--- config.mk ---
export PLATFORM = sky130hd
export DESIGN_NAME = alu_mul_div_seq
export DESIGN_NICKNAME = d
export VERILOG_FILES = /design/src/rtl/alu_mul_div_seq.sv
export SDC_FILE = /design/constraint.sdc
export NUM_CORES = 1
export LEC_CHECK = 0
export ABC_AREA = 1
export CORE_MARGIN = 2
export CORE_UTILIZATION = 55
export DETAILED_ROUTE_END_ITERATION = 10
export HOLD_SLACK_MARGIN = 0.1
export PLACE_DENSITY = 0.8
export SYNTH_ARGS = -nofsm -noshare
export SYNTH_HDL_FRONTEND = slang
export SYNTH_SLANG_ARGS = --single-unit
--- constraint.sdc ---
create_clock -name clk -period 3 [get_ports clk]
set_input_delay 0.6 -clock clk [delete_from_list [all_inputs] [get_ports clk]]
set_output_delay 0.6 -clock clk [all_outputs]
set_load 0.02 [all_outputs]
--- src/rtl/alu_mul_div_seq.sv ---
// Sequential signed multiply/divide: radix-2 Booth multiplier and restoring divider, 33-cycle latency.
// Define ALU_MUL_DIV_DIVIDE_EN to build the divider; otherwise op=1 handshakes and returns zero.
module alu_mul_div_seq #(
  parameter int WIDTH = 32
) (
  input  logic             clk,
  input  logic             reset,
  input  logic [WIDTH-1:0] a,
  input  logic [WIDTH-1:0] b,
  input  logic             op,
  input  logic             start,
  output logic             busy,
  output logic             done,
  output logic [WIDTH-1:0] hi,
  output logic [WIDTH-1:0] lo
);

  localparam int CW = $clog2(WIDTH);
  localparam logic [CW-1:0] LAST = CW'(WIDTH - 1);

  localparam logic [1:0] S_IDLE   = 2'd0;
  localparam logic [1:0] S_RUN    = 2'd1;
  localparam logic [1:0] S_FINISH = 2'd2;

  logic [1:0]       r_state;
  logic [CW-1:0]    r_cnt;
  logic             r_busy, r_done, r_op, r_qm1;
  logic [WIDTH:0]   r_acc_hi;   // Booth A (one guard bit) or divider remainder
  logic [WIDTH-1:0] r_acc_lo;   // Booth Q or divider quotient
  logic [WIDTH:0]   r_m;        // sign-extended multiplicand or zero-extended |divisor|
  logic [WIDTH-1:0] r_hi, r_lo;

  logic [WIDTH:0]   w_mul_sum;
  logic [WIDTH:0]   w_acc_hi_nxt;
  logic [WIDTH-1:0] w_acc_lo_nxt;
  logic             w_qm1_nxt;
  logic [WIDTH-1:0] w_hi_res, w_lo_res;

`ifdef ALU_MUL_DIV_DIVIDE_EN
  logic [WIDTH-1:0] r_a;
  logic             r_b_neg, r_dz;
  logic [WIDTH-1:0] w_a_mag, w_b_mag;
  logic [WIDTH:0]   w_div_shift;
  logic [WIDTH+1:0] w_div_trial;

  assign w_a_mag     = a[WIDTH-1] ? -a : a;
  assign w_b_mag     = b[WIDTH-1] ? -b : b;
  assign w_div_shift = {r_acc_hi[WIDTH-1:0], r_acc_lo[WIDTH-1]};
  assign w_div_trial = {1'b0, w_div_shift} - {1'b0, r_m};
`endif

  always_comb begin
    case ({r_acc_lo[0], r_qm1})
      2'b01:   w_mul_sum = r_acc_hi + r_m;
      2'b10:   w_mul_sum = r_acc_hi - r_m;
      default: w_mul_sum = r_acc_hi;
    endcase
  end

  // NOTE: every signal driven here gets a default first so no path leaves it unassigned (no latch).
  always_comb begin
    w_acc_hi_nxt = {w_mul_sum[WIDTH], w_mul_sum[WIDTH:1]};
    w_acc_lo_nxt = {w_mul_sum[0], r_acc_lo[WIDTH-1:1]};
    w_qm1_nxt    = r_acc_lo[0];
`ifdef ALU_MUL_DIV_DIVIDE_EN
    if (r_op) begin
      // Keep the trial difference only when it did not go negative (restoring step).
      w_acc_hi_nxt = w_div_trial[WIDTH+1] ? w_div_shift : w_div_trial[WIDTH:0];
      w_acc_lo_nxt = {r_acc_lo[WIDTH-2:0], ~w_div_trial[WIDTH+1]};
    end
`endif
  end

  always_comb begin
    w_hi_res = r_acc_hi[WIDTH-1:0];
    w_lo_res = r_acc_lo;
`ifdef ALU_MUL_DIV_DIVIDE_EN
    if (r_op) begin
      if (r_dz) begin
        w_lo_res = '1;
        w_hi_res = r_a;
      end else begin
        w_lo_res = (r_a[WIDTH-1] ^ r_b_neg) ? -r_acc_lo : r_acc_lo;
        w_hi_res = r_a[WIDTH-1] ? -r_acc_hi[WIDTH-1:0] : r_acc_hi[WIDTH-1:0];
      end
    end
`else
    if (r_op) begin
      w_hi_res = '0;
      w_lo_res = '0;
    end
`endif
  end

  // NOTE: sequential state uses non-blocking assignments so every register samples pre-edge values.
  always_ff @(posedge clk) begin
    if (reset) begin
      r_state  <= S_IDLE;
      r_cnt    <= '0;
      r_busy   <= 1'b0;
      r_done   <= 1'b0;
      r_op     <= 1'b0;
      r_qm1    <= 1'b0;
      r_acc_hi <= '0;
      r_acc_lo <= '0;
      r_m      <= '0;
      r_hi     <= '0;
      r_lo     <= '0;
`ifdef ALU_MUL_DIV_DIVIDE_EN
      r_a      <= '0;
      r_b_neg  <= 1'b0;
      r_dz     <= 1'b0;
`endif
    end else begin
      r_done <= 1'b0;
      case (r_state)
        S_IDLE: begin
          if (start) begin
            r_state  <= S_RUN;
            r_busy   <= 1'b1;
            r_cnt    <= '0;
            r_op     <= op;
            r_qm1    <= 1'b0;
            r_acc_hi <= '0;
`ifdef ALU_MUL_DIV_DIVIDE_EN
            r_a      <= a;
            r_b_neg  <= b[WIDTH-1];
            r_dz     <= op && (b == '0);
            if (op) begin
              r_acc_lo <= w_a_mag;
              r_m      <= {1'b0, w_b_mag};
            end else begin
              r_acc_lo <= b;
              r_m      <= {a[WIDTH-1], a};
            end
`else
            r_acc_lo <= b;
            r_m      <= {a[WIDTH-1], a};
`endif
          end
        end
        S_RUN: begin
          r_cnt    <= r_cnt + 1'b1;
          r_acc_hi <= w_acc_hi_nxt;
          r_acc_lo <= w_acc_lo_nxt;
          r_qm1    <= w_qm1_nxt;
          if (r_cnt == LAST) r_state <= S_FINISH;
        end
        S_FINISH: begin
          r_state <= S_IDLE;
          r_busy  <= 1'b0;
          r_done  <= 1'b1;
          r_hi    <= w_hi_res;
          r_lo    <= w_lo_res;
        end
        default: r_state <= S_IDLE;
      endcase
    end
  end

  assign busy = r_busy;
  assign done = r_done;
  assign hi   = r_hi;
  assign lo   = r_lo;

endmodule

# Yosys cells after proc, flatten, opt, wreduce, memory -nomap -nowiden
# Cells that the tools add are included.
[totals] ff_bits=172 in_bits=68 output_inout_bits=66 word_cells=45
[classes] n_addsub=3 n_eq_ne=7 n_mux=17 reduce_logical=7
[ops] op="case mux 33 bit (2 select lines)" n=2
[ops] op="2-to-1 mux 32 bit" n=3
[ops] op="case mux 32 bit (2 select lines)" n=1
[ops] op="adder 33 bit" n=1
[ops] op="2-to-1 mux 33 bit" n=1
[ops] op="subtractor 33 bit" n=1
[ops] op="case mux 5 bit (2 select lines)" n=1
[ops] op="AND reduction 2 bit" n=4
[ops] op="adder 5 x 1 -> 5 bit, second input constant" n=1
[ops] op="== test 5 bit, second input constant" n=1
[ops] op="2-to-1 mux 5 bit" n=1
[ops] op="== test 2 x 1 -> 1 bit, second input constant" n=2
[ops] op="== test 2 bit, second input constant" n=2
[ops] op="2-to-1 mux 2 bit" n=2
[ops] op="!= test 2 bit, second input constant" n=2
[ops] op="case mux 1 bit (2 select lines)" n=2
[ops] op="case mux 2 bit (2 select lines)" n=1
[ops] op="nonzero test 2 bit" n=2
[ops] op="2-to-1 mux 1 bit" n=3
[ops] op="logical NOT 2 bit" n=1

# Depth between registers and ports, before layout
[logic_depth] ltp_word=3 ltp_mapped=25 ltp_nobuf=25

# Worst setup path after synthesis
# Ideal clock, no wire load.
[synth_path] path_kind="reg-to-reg" from="register r_qm1" to="register r_acc_hi[31]" setup_time_ps=109 t_arrival_ps=2504 t_required_ps=2891 setup_slack_ps=387 path_stages_with_launch=21 path_buffers=2 period_less_slack_ps=2613 cell_sequence="dfxtp_1 > inv_1 > ha_1 > buf_4 > inv_8 > clkbuf_1 > nand2_1 > xor2_1 > inv_1 > ha_1 > or2_1 > nand3_1 > nand2_1 > nand2_1 > nand2_1 > nand2_1 > nand2_1 > nand3_1 > nand3_1 > nand2_1 > inv_1"
[synth_via] elab_chain_cells=3 word_cells_on_any_way=4 classes_between="eq/ne: 2; mux: 2"
[synth_rtl] item="start, declared" line_no="27" source="logic r_busy, r_done, r_op, r_qm1;"
[synth_rtl] item="start signal, assigned" line_no="146" source="r_qm1 <= w_qm1_nxt;"
[synth_rtl] item="== test 2 bit or == test 2 x 1 -> 1 bit (tied branches)" line_no="53" source="case ({r_acc_lo[0], r_qm1})"
[synth_rtl] item="case mux 33 bit (2 select lines) *" line_no="53"
[synth_rtl] item="case mux 33 bit (2 select lines) *" line_no="116" source="case (r_state)"
[synth_rtl] item="end signal, assigned" line_no="144" source="r_acc_hi <= w_acc_hi_nxt;"
[synth_rtl] item="end, declared" line_no="28" source="logic [WIDTH:0] r_acc_hi;"
# Mark *: on every way between the ends. The rest lies on a longest branch, timed or not.
# A chain may end at the register's enable or synchronous reset.

# Worst setup path in the final report
[layout_path] from="register r_m[1]" to="register r_acc_hi[28]"
[layout_via] elab_chain_cells=3 word_cells_on_any_way=4 classes_between="add/sub: 2; mux: 2"
[layout_rtl] item="start, declared" line_no="30" source="logic [WIDTH:0] r_m;"
[layout_rtl] item="start signal, assigned" line_no="138" source="r_m <= {a[WIDTH-1], a};"
[layout_rtl] item="subtractor 33 bit or adder 33 bit (tied branches)" line_no="55, 54"
[layout_rtl] item="case mux 33 bit (2 select lines) *" line_no="53"
[layout_rtl] item="case mux 33 bit (2 select lines) *" line_no="116"
# Marked as above.

==> flow_summary.ini <==
[status]
outcome = complete, no violations

[final_layout]
postLayoutCoreUtil = 0.722
final_net_count = 1673
area_delta_synth_final_pct = 29.1
antennaDiodeCount = 0
drive_above_1_share = 0.129
final_area_um2 = 12400
n_fill_cell = 1377

[detailed_routing]
drt-wirelength-per-cell_um = 16.5
vias = 10100
detail_route.vias_per_cell = 5.61
drt_first_pass_iters = 6
number_of_drc_markers_in_iteration_0 = 966
antenna_left = 0
detail_route.drc_violations = 0
route.final.wire_length_um = 29700

[timing]
worst_hold_slack_ns = 0.470
hold_viol = 0
timing.fmax_mhz = 338
layout_min_cycle_time_ns = 2.95
skew_ns = 0.0120
fin_crit_sh = 0.985
final_max_slew_viol_count = 0
endpoints_failing_setup = 0
worst_slew_pin_slew_ns = 0.907
tns_ns = 0
grt_setup_unrepaired = true
worst_slack_ns = 0.0452
slew-limit-headroom = 0.394

[setup_path]
critical_path.startpoint = r_m[1]$_SDFFE_PP0P_
worst_setup_path_start_kind = flip-flop
regToRegEndpoint = r_acc_hi[28]$_SDFFE_PP0P_
critical_path_endpoint = r_acc_hi[28]$_SDFFE_PP0P_
worst-path-max-fanout = 5
ff2ff_path_depth = 20
crit_required_ns = 3.38
critPathCaptureType = flip-flop
reg2reg_from = r_m[1]$_SDFFE_PP0P_
critical_path_class = flip-flop to flip-flop
reg2reg_setup_slack_ns = 0.05
cp_data_arrival_time_ns = 3.33

[power_and_ir_drop]
comb_power_share = 0.272
powerDensity_nw_per_um2 = 522
switching_share = 0.352
clock_power_frac = 0.339
power_switching_w = 0.00228
portion_of_total_power_attributed_to_sequential_cells = 0.389
leakage_nw = 5.55
vdd.ir_drop.worst_uv = 448
power.internal_w = 0.00421

[floorplan]
design.core.area_um2 = 17200
chipHeight_um = 136
design.die.area_um2 = 18600
std_cell_rows = 48
boundaryPins = 134
floorplan.initialDensity = 0.559
die_w_um = 136

[logic_synthesis]
synth.top_cells.by_count = sky130_fd_sc_hd__nand2_1 (370), sky130_fd_sc_hd__dfxtp_1 (171), sky130_fd_sc_hd__inv_1 (157)
synth.distinct_cells = 42
synthesis.nets = 1548
yosys.area.top_type = sky130_fd_sc_hd__dfxtp_1
ys_seq_area_frac = 0.355
mapped_cells = 1443
synth.yosys.warnings = 0
cell_area_after_synthesis_um2 = 9630
yosys_most_used_dff = sky130_fd_sc_hd__dfxtp_1
async_reset_ff_frac = 0
syn_area_per_cell_um2 = 6.68
synth_top_area_frac = 0.355
synth-edff-count = 0
synth_most_common_cell = sky130_fd_sc_hd__nand2_1
ys_top_cells_by_area = sky130_fd_sc_hd__dfxtp_1 (36%), sky130_fd_sc_hd__nand2_1 (14%), sky130_fd_sc_hd__nand3_1 (7.7%)
synth_seq_cells = 171

[cts]
numCtsBuffers = 17
htree_num_levels = 4
cts_tree = done
clock_transition_at_the_register_clock_pins_on_the_worst_setup_and_hold_paths_after_cts_ns = 0.07
number_of_buffers_inserted_by_hold_repair_at_cts = 0
clock_sink_count = 171
cts-root-buf = sky130_fd_sc_hd__clkbuf_16
clock_insertion_delay_worst_skew_ns = 0.44
cts_max_path_buffers = 2

[global_routing]
via_count_of_the_first_global_routing_pass = 8914
grt_use_total = 0.319
grt_antenna_before_repair = 0
global_route.overflow_total = 0
grt_first_pass_wirelength_um = 46600
grt_start_max_net_pins = 68

[placement]
dp.final_hpwl_um = 20900
buffer_ports.inserted = 133
placement.setup.worst_slack_ns = -0.119
post_dp_cell_area_um2 = 11300
global_placer_s_final_weighted_congestion = 0.966

[hold_path]
min_from = hi[11]$_SDFFE_PP0P_
worstHoldPathType = flip-flop to flip-flop

[job]
maxCapViolations = 0
## registers in the layout, indices dropped and copies added (netlist names)
register / flops
r_state: 2
busy: 1
r_qm1: 1
done: 1
r_op: 1
r_cnt: 5
r_acc_lo: 32
lo: 32
hi: 32
r_m: 32
r_acc_hi: 32
## cells by family after synthesis
kind of cell,count (synthesis),synth area share
adder cells (fa/ha/maj),37,0.0488
XOR/XNOR,42,0.0382
AND/OR/NAND/NOR,702,0.310
AO/OA/AOI/OAI,254,0.152
flip-flops,171,0.355
buffers and inverters,237,0.0961
## area by class of cell
class                           count  area [µm²]  area share
Clock buffer                       19         453      0.0364
Sequential cell                   171        3430       0.276
Inverter                          168         644      0.0518
Clock inverter                     13         126      0.0102
Multi-Input combinational cell   1035        5810       0.467
Tap cell                          225         282      0.0226
Timing Repair Buffer              175        1700       0.136
## worst min-delay path by stage
stage | slack [ns] | to | depth (start not counted)
5_1_grt | 0.48 | r_cnt[3]$_SDFFE_PP0P_ | 2
2_1_floorplan | 0.44 | r_qm1$_SDFFE_PP0P_ | 2
6_report | 0.47 | hi[11]$_SDFFE_PP0P_ | 2
4_1_cts | 0.47 | r_qm1$_SDFFE_PP0P_ | 2
3_3_place_gp | 0.45 | r_cnt[4]$_SDFFE_PP0P_ | 2
3_5_place_dp | 0.46 | lo[27]$_SDFFE_PP0P_ | 2
## timing repair
item | 4_1_cts | 5_1_grt
gates resized for setup | 8 | 109
setup buffers | 0 | 12
pin swaps | 2 | 27
endpoints found under the setup margin | 5 | 22
## power groups by stage
stage	registers (W)	clock network, W	logic [W]
after floorplan	0.00251	0	0.00105
after global placement	0.00255	0	0.00151
after detailed placement	0.00255	0	0.00152
after CTS	0.00250	0.00222	0.00154
after global routing	0.00253	0.00232	0.00193
final	0.00252	0.00220	0.00176
## critical path, stage by stage, from the launching register on
cell and delay (ns):
sky130_fd_sc_hd__dfxtp_2 0.33, sky130_fd_sc_hd__inv_4 0.08, sky130_fd_sc_hd__ha_4 0.16, sky130_fd_sc_hd__nand2_4 0.06
sky130_fd_sc_hd__nor2_4 0.17, sky130_fd_sc_hd__nand2_2 0.09, sky130_fd_sc_hd__nand2_4 0.08, sky130_fd_sc_hd__nand2_4 0.06
sky130_fd_sc_hd__a21oi_4 0.17, sky130_fd_sc_hd__o21ai_4 0.13, sky130_fd_sc_hd__nor2_4 0.14, sky130_fd_sc_hd__xor2_2 0.22
sky130_fd_sc_hd__ha_4 0.27, sky130_fd_sc_hd__a21oi_2 0.19, sky130_fd_sc_hd__o21a_1 0.20, sky130_fd_sc_hd__nand2_1 0.07
sky130_fd_sc_hd__a21oi_1 0.16, sky130_fd_sc_hd__nand2_1 0.07, sky130_fd_sc_hd__nand2_1 0.05, sky130_fd_sc_hd__nand3_1 0.06
sky130_fd_sc_hd__a21oi_1 0.13
## layout by cell type, fill, tap and decap left out, types with 3 or more instances in the layout
cell	instances
sky130_fd_sc_hd__a21oi_1	101
sky130_fd_sc_hd__a21oi_2	12
sky130_fd_sc_hd__a221oi_1	18
sky130_fd_sc_hd__a31oi_1	18
sky130_fd_sc_hd__buf_12	4
sky130_fd_sc_hd__buf_4	38
sky130_fd_sc_hd__clkbuf_16	17
sky130_fd_sc_hd__clkdlybuf4s50_1	133
sky130_fd_sc_hd__clkinvlp_4	3
sky130_fd_sc_hd__dfxtp_1	167
sky130_fd_sc_hd__dfxtp_2	4
sky130_fd_sc_hd__ha_1	23
sky130_fd_sc_hd__ha_2	3
sky130_fd_sc_hd__ha_4	10
sky130_fd_sc_hd__inv_1	154
sky130_fd_sc_hd__inv_2	10
sky130_fd_sc_hd__inv_8	6
sky130_fd_sc_hd__nand2_1	351
sky130_fd_sc_hd__nand2_2	21
sky130_fd_sc_hd__nand2_4	6
sky130_fd_sc_hd__nand3_1	147
sky130_fd_sc_hd__nand3b_1	10
sky130_fd_sc_hd__nand4_1	4
sky130_fd_sc_hd__nor2_1	107
sky130_fd_sc_hd__nor2_2	17
sky130_fd_sc_hd__nor2_4	16
sky130_fd_sc_hd__nor3_1	9
sky130_fd_sc_hd__nor3_2	4
sky130_fd_sc_hd__o21ai_0	56
sky130_fd_sc_hd__o21ai_1	12
sky130_fd_sc_hd__o21ai_2	4
sky130_fd_sc_hd__o31ai_1	19
sky130_fd_sc_hd__xnor2_1	6
sky130_fd_sc_hd__xor2_1	28
sky130_fd_sc_hd__xor2_2	6
## metrics by stage
stage	instances	power, W
CTS	1794	0.00626
finish	1806	0.00649
floorplan	1443	0.00356
global route	1806	0.00678
global placement	1762	0.00406
detailed placement	1762	0.00407
## metal layers
metal | up-vias | share of wire | routed length, µm | track usage
met3 | 33 | 0.077 | 2290 | 0.0541
li1 | 4948 | - | - | -
met2 | 447 | 0.43 | 12900 | 0.459
met4 | 0 | 0.012 | 350 | 0.0718
met5 | - | 0 | 0 | 0
met1 | 4699 | 0.48 | 14200 | 0.491
Power figures use the tool's default switching activity.
